**config.mk**
```make
export PLATFORM = sky130hd
export DESIGN_NAME = esp_resp_parser
export DESIGN_NICKNAME = d
export VERILOG_FILES = /design/src/rtl/esp_resp_parser.sv
export SDC_FILE = /design/constraint.sdc
export NUM_CORES = 1
export LEC_CHECK = 0
export ABC_AREA = 1
export CAP_MARGIN = 10
export CORE_MARGIN = 2
export CORE_UTILIZATION = 55
export DETAILED_ROUTE_END_ITERATION = 6
export GPL_TIMING_DRIVEN = 0
export PLACE_DENSITY = 0.84
export SETUP_SLACK_MARGIN = 0.3
export SKIP_LAST_GASP = 1
export SYNTH_ARGS = -nofsm -noshare
export SYNTH_HDL_FRONTEND = slang
export SYNTH_SLANG_ARGS = --single-unit
```
**constraint.sdc**
```tcl
create_clock -name clk -period 6.1 [get_ports clk]
set_input_delay 1.22 -clock clk [delete_from_list [all_inputs] [get_ports clk]]
set_output_delay 1.22 -clock clk [all_outputs]
set_load 0.03 [all_outputs]
```
**src/rtl/esp_resp_parser.sv**
```systemverilog
// esp_resp_parser
// Assembles CR/LF-terminated response lines from an ESP-style modem UART.
// It holds each completed line so a consumer can read it, and flags the
// exact responses "OK" and "ERROR".
//
// Ports
//   clk, rst            single clock; synchronous active-high reset
//   rx_data, rx_valid   received byte and its one-cycle strobe
//   rd_addr, rd_data    byte read port into the held line (1-cycle latency)
//   line_len            length of the held line, 0 when nothing is held
//   line_ready          level: a complete line is held
//   line_ack            consumer pulse that releases the held line
//   resp_ok/resp_error  one-cycle pulse when the held line is "OK"/"ERROR"
//   overflow            one-cycle pulse: a line was too long and was dropped
//   overrun             sticky: a byte arrived while a line was held
//
// State | meaning
// IDLE    | waiting for the first byte of a line (CR/LF skipped)
// COLLECT | storing bytes of the current line
// DISCARD | line exceeded LINE_MAX, dropping bytes until LF
// HOLD    | complete line held for the consumer, input bytes dropped
module esp_resp_parser #(
    parameter int LINE_MAX = 32,
    parameter int AW       = 6
) (
    input  logic          clk,
    input  logic          rst,
    input  logic [7:0]    rx_data,
    input  logic          rx_valid,
    input  logic [AW-1:0] rd_addr,
    output logic [7:0]    rd_data,
    output logic [AW-1:0] line_len,
    output logic          line_ready,
    input  logic          line_ack,
    output logic          resp_ok,
    output logic          resp_error,
    output logic          overflow,
    output logic          overrun
);

    typedef enum logic [1:0] {IDLE, COLLECT, DISCARD, HOLD} state_t;

    localparam logic [AW-1:0] LMAX = AW'(LINE_MAX);

    state_t        state, state_d;
    logic [AW-1:0] len, len_d;
    logic          wr_en;
    logic          ok_d, err_d, ovf_d, ovr_set;
    logic          is_cr, is_lf;
    logic          match_ok, match_err;

    // Array is sized by the full address space so any rd_addr is in range.
    logic [7:0] mem [2**AW];

    assign is_cr = (rx_data == 8'h0D);
    assign is_lf = (rx_data == 8'h0A);

    // The line bytes are already stored when its LF arrives, so matching is
    // done on the buffer and registered alongside the move into HOLD.
    assign match_ok  = (len == AW'(2)) && (mem[0] == 8'h4F) && (mem[1] == 8'h4B);
    assign match_err = (len == AW'(5)) && (mem[0] == 8'h45) && (mem[1] == 8'h52) &&
                       (mem[2] == 8'h52) && (mem[3] == 8'h4F) && (mem[4] == 8'h52);

    always_ff @(posedge clk) begin
        if (rst) begin
            state      <= IDLE;
            len        <= '0;
            resp_ok    <= 1'b0;
            resp_error <= 1'b0;
            overflow   <= 1'b0;
            overrun    <= 1'b0;
            rd_data    <= 8'h00;
        end else begin
            state      <= state_d;
            len        <= len_d;
            resp_ok    <= ok_d;
            resp_error <= err_d;
            overflow   <= ovf_d;
            overrun    <= overrun | ovr_set;
            rd_data    <= mem[rd_addr];
        end
    end

    // len is 0 whenever the FSM is in IDLE, so the write index is always len.
    always_ff @(posedge clk) begin
        if (wr_en && !rst) begin
            mem[len] <= rx_data;
        end
    end

    always_comb begin
        state_d = state;
        len_d   = len;
        wr_en   = 1'b0;
        ok_d    = 1'b0;
        err_d   = 1'b0;
        ovf_d   = 1'b0;
        ovr_set = 1'b0;
        case (state)
            IDLE: begin
                if (rx_valid && !is_cr && !is_lf) begin
                    wr_en   = 1'b1;
                    len_d   = AW'(1);
                    state_d = COLLECT;
                end
            end
            COLLECT: begin
                if (rx_valid) begin
                    if (is_lf) begin
                        state_d = HOLD;
                        ok_d    = match_ok;
                        err_d   = match_err;
                    end else if (!is_cr) begin
                        if (len == LMAX) begin
                            state_d = DISCARD;
                            ovf_d   = 1'b1;
                            len_d   = '0;
                        end else begin
                            wr_en = 1'b1;
                            len_d = len + AW'(1);
                        end
                    end
                end
            end
            DISCARD: begin
                if (rx_valid && is_lf) begin
                    state_d = IDLE;
                end
            end
            HOLD: begin
                if (rx_valid) begin
                    ovr_set = 1'b1;
                end
                if (line_ack) begin
                    state_d = IDLE;
                    len_d   = '0;
                end
            end
            default: begin
                state_d = IDLE;
                len_d   = '0;
            end
        endcase
    end

    assign line_ready = (state == HOLD);
    assign line_len   = (state == HOLD) ? len : '0;

endmodule

```
Word-level counts from Yosys, hierarchy flattened --
Memories as Yosys holds them, arrays and structs flattened. A register that Yosys moved wholly into a read port is not among the register bits. Cells that the tools add are included.
Cells by class: equality and inequality tests 23, multiplexer cells 27, bitwise operators 4, add/sub/neg operators 1, reduce and logical (&&, ||, !) cells 20
Operators by type and width (number):
- == test 8 x 7 -> 1 bit, second input constant | 7
- two-way mux 6 bit | 7
- case mux 6 bit (3 select lines) | 1
- == test 8 x 4 -> 1 bit, second input constant | 2
- two-way mux 2 bit | 7
- AND reduction 6 bit | 2
- logical AND 1 bit | 11
- two-way mux 1 bit | 10
- inequality test 2 bit, second input constant | 5
- case mux 2 bit (4 select lines) | 1
- adder 6 x 1 -> 6 bit, second input constant | 1
- == test 6 x 2 -> 1 bit, second input constant | 1
- == test 6 x 3 -> 1 bit, second input constant | 1
- == test 6 bit, second input constant | 1
- inequality test 3 bit, second input constant | 2
- OR reduction 5 bit | 1
- == test 2 bit, second input constant | 2
- OR reduction 4 bit | 1
- logical NOT 1 bit | 3
- NOT 1 bit | 3
- nonzero test 3 bit | 1
- == test 2 x 1 -> 1 bit, second input constant | 1
- logical NOT 2 bit | 1
- inequality test 2 x 1 -> 1 bit, second input constant | 1
- 2 further kinds | 2
Word-level totals: memories kept 1, logic and storage cells 82, bits in registers 12, bits of input ports 18, output and inout bits 19, bits in writable memories 512
Memory list:
- mem | depth 64, bits a word 8, read ports 6, clocked after memory_dff 1, wr ports 1, RTL line 53 | logic [7:0] mem [2**AW];

Longest topological paths before layout --
depth in word-level cells 9, depth in mapped cells 12, gate-level depth less buffers 11

Worst setup path before layout --
Ideal clock, no wire load.
path kind input to register, start input rx_data[7], end memory mem[22][0] (enable), setup slack 3.221 ns, buffers on the path 1, cell stages on the path 8, arrival 2.509 ns, data required time 5.730 ns, library setup time 0.370 ns, cell sequence nor2_1 -> and2_1 -> nand2_1 -> nand3_1 -> nor3_2 -> buf_4 -> nand3_2 -> nor2_1
Between the ends: cells in the longest elaborated chain, start to end 9, elaborated cells on any way between the ends 14, classes of those cells 2 x eq/ne; 7 x mux; 5 x reduce/logical
Ends and longest elaborated chain:
- start: declaration | RTL line 28 | input logic [7:0] rx_data,
- == test 8 x 4 -> 1 bit | RTL line 55 | assign is_cr = (rx_data == 8'h0D);
- logical NOT 1 bit
- logical AND 1 bit (2 in a row) | RTL line 101 | if (rx_valid && !is_cr && !is_lf) begin
- two-way mux 1 bit | RTL line 101
- case mux 1 bit (2 select lines) (*) | RTL line 99 | case (state)
- logical AND 1 bit (*) | RTL line 86 | if (wr_en && !rst) begin
- two-way mux 1 bit (*) | RTL line 86
- two-way mux 1 bit (not written as such) (*) | RTL line 87 | mem[len] <= rx_data;
- end: declaration | RTL line 53
Mark *: on every way between the ends. The rest lies on a longest branch, timed or not.

Worst setup path after layout --
start input rx_data[0], end memory mem[32][5] (enable)
Same word-level chain as after synthesis.

==> qor.yml <==
run_status:
  status: "completed"
power:
  powerDensity_mw_per_mm2: 320.5
  p_sw_frac: 0.2500
  combPwrFrac: 0.098
  peakVddDrop_uv: 263.6
  power_switching_mw: 1.976
  p_clk_frac: 0.384
  p_int_mw: 5.928
  leakage_nw: 8.831
  power.share.sequential: 0.518
synth:
  yosysUniqueCellTypes: 29
  synth_area_leaders: "edfxtp_1 (70%), nand2_1 (12%), nand3_1 (10%), dfxtp_1 (1.8%), nor2_1 (1.7%)"
  ys_warn_count: 0
  synth.net_count: 1991
  syn_area_mm2: 0.02197
  syn_inst: 1969
  ys_seq_elements: 532
  avgSynthCellArea_um2: 11.16
  synth_seq_area_share: 0.7180
  yosysTopAreaCell: "edfxtp_1"
  synth.top_cell.area_share: 0.6997
global_routing:
  grt_max_degree: 42
  grt_pass1_vias: 15680
  grt_pass1_wl_um: 97250
  antenna_found_initial: 0
  grt-ovfl-total: 0
  grt_use_total: 0.3241
floorplanning:
  io_pins: 37
  rows: 73
  coreArea_mm2: 0.03955
  start_util: 0.5556
  die_y_um: 203.9
  die-area_mm2: 0.04157
  die-width_um: 203.9
drt:
  via_count: 16470
  viasPerCell: 6.273
  drt-met1-wl_um: 23560
  drtIter0Drc: 3118
  dr_wl_met3_um: 9250
  drt_pre_antenna_iters: 7
  route.top_layer_used: "met4"
  drtAntennaViolNets: 0
  drc: 0
  wl_met2_um: 30480
  postRouteWirelength_um: 66830
  wl_per_cell_um: 25.45
cts:
  clockBufferDepth: 3
  post_cts_buffers: 0
  cts_resized: 0
  clk_pin_slew_ns: 0.06
  cts_tree: "done"
  clockRootBuffer: "clkbuf_16"
  cts_num_sinks: 532
  clkLatencyLatePin_ns: 0.61
  cts_made_buffers: 51
  hold_buffers: 0
  htree_levels: 2
sta:
  worst-slew-pin-transition_ns: 1.183
  skew_ns: 0.03493
  setup_viol: 0
  finalHoldViolCount: 0
  period_share: 0.6854
  post-route-min-period_ns: 4.181
  slew_headroom: 0.2082
  whs_ns: 0.4683
  rsz0062_at_grt: "false"
  drv_slew: 0
  fmax_mhz: 239.2
finish:
  final_area_mm2: 0.02466
  mostFrequentLayoutCells: "nand2_1 (674), edfxtp_1 (512), nand3_1 (447), nor2_1 (98), clkbuf_1 (65)"
  fill_cells: 2890
  layout.cells.most_common: "nand2_1"
  antenna_cells: 0
  areaGrowthSynthToFinish_pct: 12.25
  drive_gt1_frac: 0.06378
  regArea_mm2: 0.01578
  multi_input_area_mm2: 0.005589
  fin_nets: 2085
setup_path:
  worstPathArrival_ns: 4.40
  crit_fanout: 34
  r2r-start: "len[0]"
  critPathKind: "in -> reg"
  endpoint_kind: "flop"
  rrSetupSlack_ns: 2.28
  r2r-end: "mem[32][5]"
  crit_start: "rx_data[0]"
  worstRegToRegCells: 9
  critPathLaunchType: "input pin"
  timing.critical_path.to: "mem[32][5]"
  crit_required_ns: 6.32
placement:
  gp_congestion: 1.019
  dp_hpwl_um: 45640
  place_area_mm2: 0.02310
  portBuffers: 32
min_path:
  hp-class: "reg -> reg"
  whs_path_depth: 1
flow_run:
  maxCapViolCount: 0
==> critical path, stage by stage <==
cell	delay [ns]
buf_2	0.62
buf_12	0.29
inv_1	0.08
nand2_1	0.07
nor3_1	0.06
nand2_1	0.17
nand3_1	0.17
nor3_2	0.22
nand3_1	0.41
nor2_1	1.03
==> power groups by stage <==
stage / clock network [mW] / logic [mW] / registers (mW)
3_3_place_gp: 0 / 0.702 / 4.17
6_report: 3.03 / 0.777 / 4.09
5_1_grt: 3.14 / 0.830 / 4.09
3_5_place_dp: 0 / 0.738 / 4.17
2_1_floorplan: 0 / 0.421 / 4.16
4_1_cts: 3.01 / 0.745 / 4.09
==> final cells by class <==
| class | instances | area share |
|---|---|---|
| flip-flops and latches | 532 | 0.6396 |
| clock inverters | 26 | 0.008472 |
| multi-input cells | 1288 | 0.2266 |
| plain buffers | 112 | 0.01902 |
| inverters | 37 | 0.005631 |
| clock buffers | 65 | 0.05474 |
| well taps | 525 | 0.02663 |
| repair buffers | 41 | 0.01928 |
==> flip-flops by register name, summed over array words and instances (netlist names) <==
signal      cells
len             6
mem           512
overflow        1
overrun         1
rd_data         8
resp_error      1
resp_ok         1
state           2
==> worst min-delay path by stage <==
stage / from / endpoint / slack, ns
global placement: overrun / overrun / 0.45
CTS: overrun / overrun / 0.48
floorplan: len[4] / len[4] / 0.50
global route: overrun / overrun / 0.51
detailed placement: overrun / overrun / 0.46
finish: overrun / overrun / 0.47
==> through the flow <==
step	worst slack, ns	std cells	utilization	total power [mW]	TNS [ns]
CTS	2.025	2626	0.6236	7.850	0
finish	1.919	2626	0.6236	7.904	0
detailed placement	1.422	2535	0.5842	4.904	0
floorplan	3.221	1969	-	4.583	0
global placement	-0.2309	2526	0.5803	4.877	-27.61
global route	1.754	2626	0.6236	8.068	0
==> per-layer routing <==
| layer | vias up | track usage |
|---|---|---|
| met3 | 212 | 0.07446 |
| li1 | 7060 | - |
| met5 | - | 0 |
| met2 | 1434 | 0.5045 |
| met1 | 7767 | 0.4333 |
| met4 | 0 | 0.1588 |
==> logic make-up (layout without fill, tap and decap cells) <==
logic type | after synthesis | count (layout) | share of synthesized area
simple gates | 1257 | 1257 | 0.2453
compound gates | 25 | 25 | 0.005979
flops | 532 | 532 | 0.7180
buf+inv | 149 | 281 | 0.02768
fa+ha+maj | 4 | 4 | 0.002278
xor+xnor | 2 | 2 | 0.0007974
==> synth_stat cells <==
master	instances
xor2_1	2
nor4_1	3
edfxtp_1	512
clkbuf_1	52
o21ai_0	8
buf_1	23
nor2_1	98
o221ai_1	1
nand2_1	674
nand3_1	447
nor2_4	1
dfxtp_1	20
clkinv_1	2
inv_1	33
or2_2	1
buf_2	36
ha_1	4
nor3_1	10
inv_2	2
and2_1	1
buf_4	1
nor3b_1	1
nand2_2	8
o21a_1	1
nand3_2	1
a21oi_1	15
nor4b_1	5
nand4_1	5
nor3_2	2
No activity file was read; power rests on OpenSTA's default activity.
